===== src/rtl/tone_decoder.sv =====
// Square-wave tone decoder: measures the rising-edge period, matches it against an
// 8-entry note table and shows the locked note as an index and a 7-segment glyph.
module tone_decoder #(
  parameter logic [127:0] NOTE_PERIODS = {16'd1911, 16'd2025, 16'd2273, 16'd2551,
                                          16'd2863, 16'd3034, 16'd3405, 16'd3822},
  parameter int unsigned  TOL          = 32,
  parameter int unsigned  MATCH_N      = 2,
  parameter int unsigned  TIMEOUT      = 8191
) (
  input  logic        clk,
  input  logic        rst_n,
  input  logic        tone_in,
  output logic [2:0]  note_idx,
  output logic        note_valid,
  output logic        note_strobe,
  output logic [15:0] period,
  output logic [7:0]  seg
);

  localparam logic [15:0] TimeoutVal = 16'(TIMEOUT);
  localparam logic [16:0] TolVal     = 17'(TOL);
  localparam logic [2:0]  MatchN     = 3'(MATCH_N);

  typedef enum logic [1:0] {StIdle, StArmed, StLocked} state_e;

  state_e      state_q, state_d;
  logic        sync1_q, sync2_q, dly_q;
  logic [15:0] cnt_q, cnt_d;
  logic [15:0] period_q, period_d;
  logic [2:0]  cand_q, cand_d;
  logic [2:0]  cmatch_q, cmatch_d;
  logic [2:0]  note_idx_q, note_idx_d;
  logic        strobe_q, strobe_d;

  logic        edge_det, meas, hit, match;
  logic [2:0]  hit_idx;
  logic [2:0]  cmatch_inc;

  assign edge_det = sync2_q & ~dly_q;
  // A period equal to TIMEOUT coincides with the timeout and is never measured.
  assign meas     = edge_det && (cnt_q != TimeoutVal);
  assign match    = meas && hit;

  // Lowest matching table index wins, so scan downward and let later hits override.
  always_comb begin
    hit     = 1'b0;
    hit_idx = '0;
    for (int i = 7; i >= 0; i--) begin
      logic [16:0] nom;
      logic [16:0] mea;
      logic [16:0] adiff;
      nom   = {1'b0, NOTE_PERIODS[16*i +: 16]};
      mea   = {1'b0, cnt_q};
      adiff = (mea >= nom) ? (mea - nom) : (nom - mea);
      if (adiff <= TolVal) begin
        hit     = 1'b1;
        hit_idx = 3'(i);
      end
    end
  end

  always_ff @(posedge clk or negedge rst_n) begin
    if (!rst_n) begin
      sync1_q    <= 1'b0;
      sync2_q    <= 1'b0;
      dly_q      <= 1'b0;
      cnt_q      <= '0;
      period_q   <= '0;
      state_q    <= StIdle;
      cand_q     <= '0;
      cmatch_q   <= '0;
      note_idx_q <= '0;
      strobe_q   <= 1'b0;
    end else begin
      sync1_q    <= tone_in;
      sync2_q    <= sync1_q;
      dly_q      <= sync2_q;
      cnt_q      <= cnt_d;
      period_q   <= period_d;
      state_q    <= state_d;
      cand_q     <= cand_d;
      cmatch_q   <= cmatch_d;
      note_idx_q <= note_idx_d;
      strobe_q   <= strobe_d;
    end
  end

  always_comb begin
    state_d    = state_q;
    cand_d     = cand_q;
    cmatch_d   = cmatch_q;
    note_idx_d = note_idx_q;
    strobe_d   = 1'b0;
    period_d   = period_q;
    cmatch_inc = (hit_idx == cand_q) ? (cmatch_q + 3'd1) : 3'd1;

    if (edge_det)                cnt_d = 16'd1;
    else if (cnt_q != TimeoutVal) cnt_d = cnt_q + 16'd1;
    else                         cnt_d = cnt_q;

    if (edge_det) begin
      unique case (state_q)
        StIdle: begin
          state_d  = StArmed;
          cmatch_d = '0;
        end
        StArmed, StLocked: begin
          if (meas) period_d = cnt_q;
          if (!match) begin
            state_d  = StArmed;
            cmatch_d = '0;
          end else if (state_q == StLocked && hit_idx == note_idx_q) begin
            cmatch_d = '0;
          end else begin
            cand_d = hit_idx;
            if (cmatch_inc == MatchN) begin
              state_d    = StLocked;
              note_idx_d = hit_idx;
              strobe_d   = 1'b1;
              cmatch_d   = '0;
            end else begin
              cmatch_d = cmatch_inc;
            end
          end
        end
        default: state_d = StIdle;
      endcase
    end else if (cnt_q == TimeoutVal) begin
      state_d  = StIdle;
      cmatch_d = '0;
    end
  end

  always_comb begin
    note_idx    = note_idx_q;
    note_strobe = strobe_q;
    period      = period_q;
    note_valid  = (state_q == StLocked);
    seg         = 8'h40;
    if (note_valid) begin
      unique case (note_idx_q)
        3'd0: seg = 8'h39;
        3'd1: seg = 8'h5E;
        3'd2: seg = 8'h79;
        3'd3: seg = 8'h71;
        3'd4: seg = 8'h3D;
        3'd5: seg = 8'h77;
        3'd6: seg = 8'h7C;
        3'd7: seg = 8'hB9;
      endcase
    end
  end

endmodule


===== config.mk =====
export PLATFORM = sky130hd
export DESIGN_NAME = tone_decoder
export DESIGN_NICKNAME = d
export VERILOG_FILES = /design/src/rtl/tone_decoder.sv
export SDC_FILE = /design/constraint.sdc
export NUM_CORES = 1
export LEC_CHECK = 0
export ABC_AREA = 0
export CAP_MARGIN = 15
export CORE_MARGIN = 8
export CORE_UTILIZATION = 36
export DETAILED_ROUTE_END_ITERATION = 16
export GPL_ROUTABILITY_DRIVEN = 0
export PLACE_DENSITY = 0.6
export SYNTH_ARGS = -nofsm -noshare
export SYNTH_HDL_FRONTEND = slang
export SYNTH_SLANG_ARGS = --single-unit

===== constraint.sdc =====
create_clock -name clk -period 11.45 [get_ports clk]
set_input_delay 2.29 -clock clk [delete_from_list [all_inputs] [get_ports clk]]
set_output_delay 2.29 -clock clk [all_outputs]
set_load 0.02 [all_outputs]

==> results of run 1 <==
[worst max-delay path: cells and delay by family, from the launching register on]
| family | cells | cell delay, ns |
|---|---|---|
| AO/OA/AOI/OAI | 3 | 0.86 |
| adder cells (fa/ha/maj) | 1 | 0.47 |
| buffers and inverters | 1 | 0.25 |
| flip-flops | 1 | 0.74 |
| multiplexers | 1 | 0.36 |
| AND/OR/NAND/NOR | 8 | 2.63 |
[stage by stage]
step | util, % | std cells | hold WS, ns
final | 39.75 | 1247 | 0.3521
after global routing | 39.75 | 1247 | 0.3580
after CTS | 39.75 | 1247 | 0.3560
after detailed placement | 38.78 | 1239 | 0.3397
after global placement | 38.78 | 1239 | 0.3344
after floorplan | - | 1007 | 0.3312
[registers in the layout (all words and copies together), names as in the netlist]
| register | count |
|---|---|
| cnt_q | 16 |
| period | 16 |
| cand_q | 3 |
| cmatch_q | 3 |
| note_idx | 3 |
| state_q | 2 |
| dly_q | 1 |
| note_strobe | 1 |
| sync1_q | 1 |
| sync2_q | 1 |
[final cells by class]
class                   instances  area (um2)
inverters                      22       82.58
flip-flops and latches         47        1177
clock buffers                   5       125.1
repair buffers                 49       440.4
well taps                     270       337.8
fillers                      2130       12190
clock inverters                 3       71.32
multi-input cells             851        5809
[synthesized netlist by cell type, types with 7 or more instances]
library cell / number
ha_1: 30
a31oi_1: 13
o21a_1: 8
mux2i_1: 19
a21o_1: 14
nor2b_1: 16
nand2_1: 83
buf_2: 21
and2_1: 11
nor4_1: 9
mux2_2: 19
dfrtp_1: 47
nor3_1: 40
or3_1: 18
inv_1: 17
o21ai_0: 62
nand4_1: 17
mux2_1: 8
o211ai_1: 10
nor4b_1: 8
a21oi_1: 76
o22ai_1: 9
buf_1: 11
nor2_1: 67
a21boi_0: 7
xnor2_1: 45
o31ai_1: 11
nand3_1: 33
or2_2: 7
nand2b_1: 19
a211oi_1: 16
a32oi_1: 8
and3_1: 22
clkbuf_1: 52
[cells by family after synthesis]
group / count (synthesis) / synth area share [%]
adder cells (fa/ha/maj): 30 / 5.045
multiplexers: 46 / 6.643
flip-flops: 47 / 15.81
AO/OA/AOI/OAI: 338 / 32.46
AND/OR/NAND/NOR: 387 / 28.05
XOR/XNOR: 50 / 5.886
buffers and inverters: 109 / 6.105
[layer usage]
metal  vias to the layer above  GRT usage, %  share of wire (%)
li1                       3748             -                  -
met1                      3970         27.57                 41
met2                       576         31.88                 42
met3                       138         3.830                 10
met4                         0         13.21                6.3
met5                         -             0                  0
[report_power, final]
group          switching, mW  total (mW)  leakage, nW  internal [mW]
combinational          0.254       0.380         2.34          0.126
sequential            0.0156       0.195        0.635          0.180
clock                 0.0690       0.196       0.0959          0.127
total                  0.339       0.770         3.07          0.432
[final timing paths]
kind	startpoint	end
worst min register to register	sync1_q	sync2_q
max in group asynchronous	rst_n	cnt_q[11]
worst min-delay path	sync1_q	sync2_q
min in group asynchronous	rst_n	period[1]
worst max register to register	cnt_q[1]	note_idx[0]
worst max-delay path	cnt_q[1]	note_idx[0]
==> flow_metrics.tcl, run 1 <==
set metrics [dict create \
    status "completed" \
    cts_tree "done" \
    layout_setup_ws_ns 6.014 \
    drtIter0Drc 1337 \
    yosys_register_bits 47 \
    die_h_um 159.8 \
    synth.distinct_cells 99 \
    r2r_cells 14 \
    clk_path_buf_depth 2 \
    finalPower_mw 0.7705 \
    root_buffer "clkbuf_16" \
    netlist_instances 1007 \
    antenna_found_initial 0 \
    slew-limit-headroom_pct 33.89 \
    std_cell_rows 52 \
    yosys.area.top_type "dfrtp_1" \
    synth.area.top_cells "dfrtp_1, xnor2_1, a21oi_1, ha_1, nand2_1" \
    crit_slowest_cell "dfrtp_1" \
    worstSetupEndpointType "flip-flop" \
    grt_start_max_net_pins 59 \
    rrSetupSlack_ns 6.01 \
    path_max_fanout 17 \
    die_area_um2 25520 \
    yosysSeqAreaShare_pct 15.81 \
    critPathMostFrequentCell "nor3_1" \
    worst-slew-pin-transition_ns 0.9667 \
    cts_buffers 5 \
    ctsHtreeMaxLevel 2 \
    vias 8432 \
    yosys.area.top_type_share_pct 15.81 \
    min_period_over_period_pct 47.48 \
    grt_pass1_wl_um 44280 \
    fin_nets 1009 \
    finalSetupViolCount 0 \
    area_growth_pct 8.123 \
    globalRouteOverflowTotal 0 \
    hold_viol 0 \
    cts_setup_buffers 0 \
    insertedDiodeCount 0 \
    postPlaceCellArea_um2 7848 \
    die_w_um 159.8 \
    hold_buffers 0 \
    core-area_um2 20230 \
    grt_pass1_vias 7773 \
    wirelength_um 28470 \
    finalClockSkew_ns 0.009577 \
    async_flop_share_pct 100.0 \
    cts_sinks 47 \
    cap_violations 0 \
    irDropWorstVdd_v 0.00008387 \
    clock.fmax_ghz 0.1840 \
    hold_depth 0 \
    ios 32 \
    antenna_left 0 \
    slew_violations 0 \
    layout_common_cells "nand2_1, a21oi_1, nor2_1, o21ai_0, dfrtp_1" \
    period_minus_slack_ns 5.436 \
    synth-edff-count 0 \
    cpPeakStageDelay_ns 0.74 \
    rsz0062_at_grt "false" \
    start_util_pct 36.77 \
    setup-tns-final_ns 0 \
    p_per_area_nw_per_um2 95.78 \
    syn_area_um2 7440 \
    firstDrtPassIters 6 \
    routed_via_density 6.762 \
    avgSynthCellArea_um2 7.388 \
    synthesis.nets 1040 \
    grtUsageTotal_pct 21.18 \
    static-leakage-power_nw 3.075 \
    crit_chain "inv_1 > ha_1 > nor2b_1 > o211a_1 > nor3_1 > nor4_1 > or3b_1 > a211oi_1 > a41oi_2 > nor4b_1 > nor3_1 > nor3_1 > nor4b_4 > mux2_1" \
    portBuffers 31 \
    cp.required_ns 11.64 \
    yosys_warnings 0 \
    crit_arrival_ns 5.63 \
    cts_resized 0 \
    post-place-ws_ns 6.159 \
    hold_path.class "flip-flop to flip-flop" \
    wl_per_cell_um 22.83 \
    path_clk_slew_ns 0.07 \
    criticalPathCategory "flip-flop to flip-flop" \
    cp-start-kind "flip-flop" \
    layout_commonest_cell "nand2_1" \
    final_layout_size_suffix_gt1_share_pct 8.393 \
    worstSkewPairLatency_ns 0.30 \
    hpwl_um 19990 \
    design_area_um2 8044 \
    synth_top_flop_cell "dfrtp_1" \
    drc_errors 0 \
]
Power figures use the tool's default switching activity.
==> run 2, diff against run 1 <==
- PLACE_DENSITY: 0.6 -> 0.62
- clock period: 11.45 -> 4.4 ns (I/O delays scaled with it)
==> run 2 against run 1 <==
  * Total power rose to 3.0 times the previous value
  * Sequential share of layout area fell by 2.0 points
  * Sequential power rose to 2.6 times the previous value
  * Global-route usage rose by 1.7 points
  * Fmax rose by 25%
  * Cell count rose by 11%
  * Clock power rose by 130%
  * Routed wire length rose by 8.9%
  * Die area did not move
  * Register-to-register slack got worse by 6.0 ns
  * Core utilization rose by 6.5 points
==> flow_metrics.tcl, run 2 (synthesized netlist as in run 1, its figures left out) <==
set metrics [dict create \
    std_cell_rows 52 \
    critPathBufInv 3 \
    start_util_pct 36.77 \
    vias 8958 \
    critPathMostFrequentCell "buf_4" \
    crit_chain "buf_4 > inv_1 > ha_4 > nand2_4 > o41a_1 > o21ai_4 > buf_4 > a211oi_2 > or3_4 > a2bb2o_4 > or4b_4 > a41oi_2 > a21oi_2 > a211oi_4 > nor4b_4 > mux2_4" \
    worst-slew-pin-transition_ns 0.8288 \
    cp_top_family "compound AO/OA/AOI/OAI gates" \
    grtUsageTotal_pct 22.84 \
    wl_per_cell_um 22.44 \
    cp.required_ns 4.58 \
    firstDrtPassIters 6 \
    setup-tns-final_ns 0 \
    intPower_mw 1.301 \
    slew-limit-headroom_pct 44.75 \
    postPlaceCellArea_um2 8786 \
    drc_errors 0 \
    multiInputGateArea_um2 6093 \
    portBuffers 31 \
    p_per_area_nw_per_um2 246.2 \
    core-area_um2 20230 \
    cts_tree "done" \
    antenna_found_initial 0 \
    crit_slowest_cell "or4b_4" \
    post-place-ws_ns -0.08882 \
    layout_common_cells "buf_4, nand2_1, a21oi_1, nor2_1, o21ai_0" \
    grt_pass1_vias 8397 \
    seqPwrFrac_pct 22.3 \
    criticalPathCategory "flip-flop to flip-flop" \
    design_area_um2 9358 \
    hold_viol 0 \
    die_w_um 159.8 \
    cap_violations 0 \
    grt_pass1_wl_um 47680 \
    finalSetupViolCount 0 \
    cp-start-kind "flip-flop" \
    swShare_pct 43.51 \
    clock.fmax_ghz 0.2305 \
    antenna_left 0 \
    period_minus_slack_ns 4.338 \
    cpPeakStageDelay_ns 0.56 \
    regArea_um2 1186 \
    path_max_fanout 8 \
    hold_buffers 0 \
    hpwl_um 23410 \
    crit_arrival_ns 4.52 \
    cts_buffers 5 \
    fill_cells 2010 \
    pwr-share-comb_pct 58.2 \
    fin_nets 1144 \
    static-leakage-power_nw 3.759 \
    clk_path_buf_depth 2 \
    min_period_over_period_pct 98.59 \
    p_clk_share_pct 19.5 \
    root_buffer "clkbuf_16" \
    globalRouteOverflowTotal 0 \
    worstSetupEndpointType "flip-flop" \
    irDropWorstVdd_v 0.0002851 \
    ctsHtreeMaxLevel 2 \
    routed_via_density 6.482 \
    rsz0062_at_grt "true" \
    area_growth_pct 25.78 \
    switchingPower_mw 1.002 \
    ios 32 \
    layout_setup_ws_ns 0.06206 \
    layout_commonest_cell "buf_4" \
    final_layout_size_suffix_gt1_share_pct 24.37 \
    grt_start_max_net_pins 41 \
    slew_violations 0 \
    fin_cells 1382 \
    hold_path.class "flip-flop to flip-flop" \
    die_h_um 159.8 \
    dp.cells 1359 \
    insertedDiodeCount 0 \
    worstSkewPairLatency_ns 0.30 \
    path_clk_slew_ns 0.07 \
    wirelength_um 31020 \
    die_area_um2 25520 \
    drtIter0Drc 1092 \
    finalPower_mw 2.304 \
    cts_sinks 47 \
    status "completed" \
    finalClockSkew_ns 0.005856 \
]
[run 2: cell count changes in the layout (fill, tap and decap cells not counted), moves of 4 or more]
cell and delta:
mux2_4 +4, ha_1 -8, buf_4 +132, nor3_1 -5
nor3_2 +5, ha_4 +4, ha_2 +4, o21ai_0 -5
dfrtp_1 -7, dfrtp_2 +7
[run 2: power groups by stage]
stage / Sequential, mW / Combinational [mW] / Clock [mW]
after global placement: 0.514 / 1.18 / 0
after global routing: 0.520 / 1.42 / 0.477
after detailed placement: 0.515 / 1.18 / 0
after floorplan: 0.530 / 0.653 / 0
final: 0.514 / 1.34 / 0.448
after CTS: 0.508 / 1.20 / 0.459
[run 2: metrics by stage]
step	utilization, %	hold slack [ns]
2_1_floorplan	-	0.3312
3_3_place_gp	43.42	0.3343
3_5_place_dp	43.42	0.3411
4_1_cts	44.45	0.3574
5_1_grt	46.25	0.3628
6_report	46.25	0.3526
[run 2: cell type report]
cell class              count  share of cell area [%]
inverters                  22                  0.9226
clock buffers               5                   1.337
clock inverters             3                  0.4947
repair buffers            184                   15.84
flip-flops and latches     47                   12.68
well taps                 270                   3.610
multi-input cells         851                   65.12
[run 2: metal layers]
metal | track usage [%] | up-vias | wire length, um
met5 | 0 | - | 0
met4 | 12.91 | 0 | 1789
met3 | 4.036 | 118 | 3149
met2 | 35.42 | 581 | 13540
met1 | 29.45 | 4242 | 12540
li1 | - | 4017 | -
[run 2: repair_timing]
action,4_1_cts,5_1_grt
pin swaps,0,20
endpoints found under the setup margin,9,11
setup buffers,0,15
gates resized for setup,9,62
[run 2: worst paths after layout]
check                           startpoint     endpoint  slack (ns)  cells past startpoint
worst max-delay path              cnt_q[5]  note_idx[1]        0.06                     16
worst min-delay path               sync1_q      sync2_q        0.35                      0
worst max register to register    cnt_q[5]  note_idx[1]        0.06                     16
worst min register to register     sync1_q      sync2_q        0.35                      0
max in group asynchronous            rst_n  cmatch_q[0]        3.03                      2
min in group asynchronous            rst_n    period[3]        0.67                      1
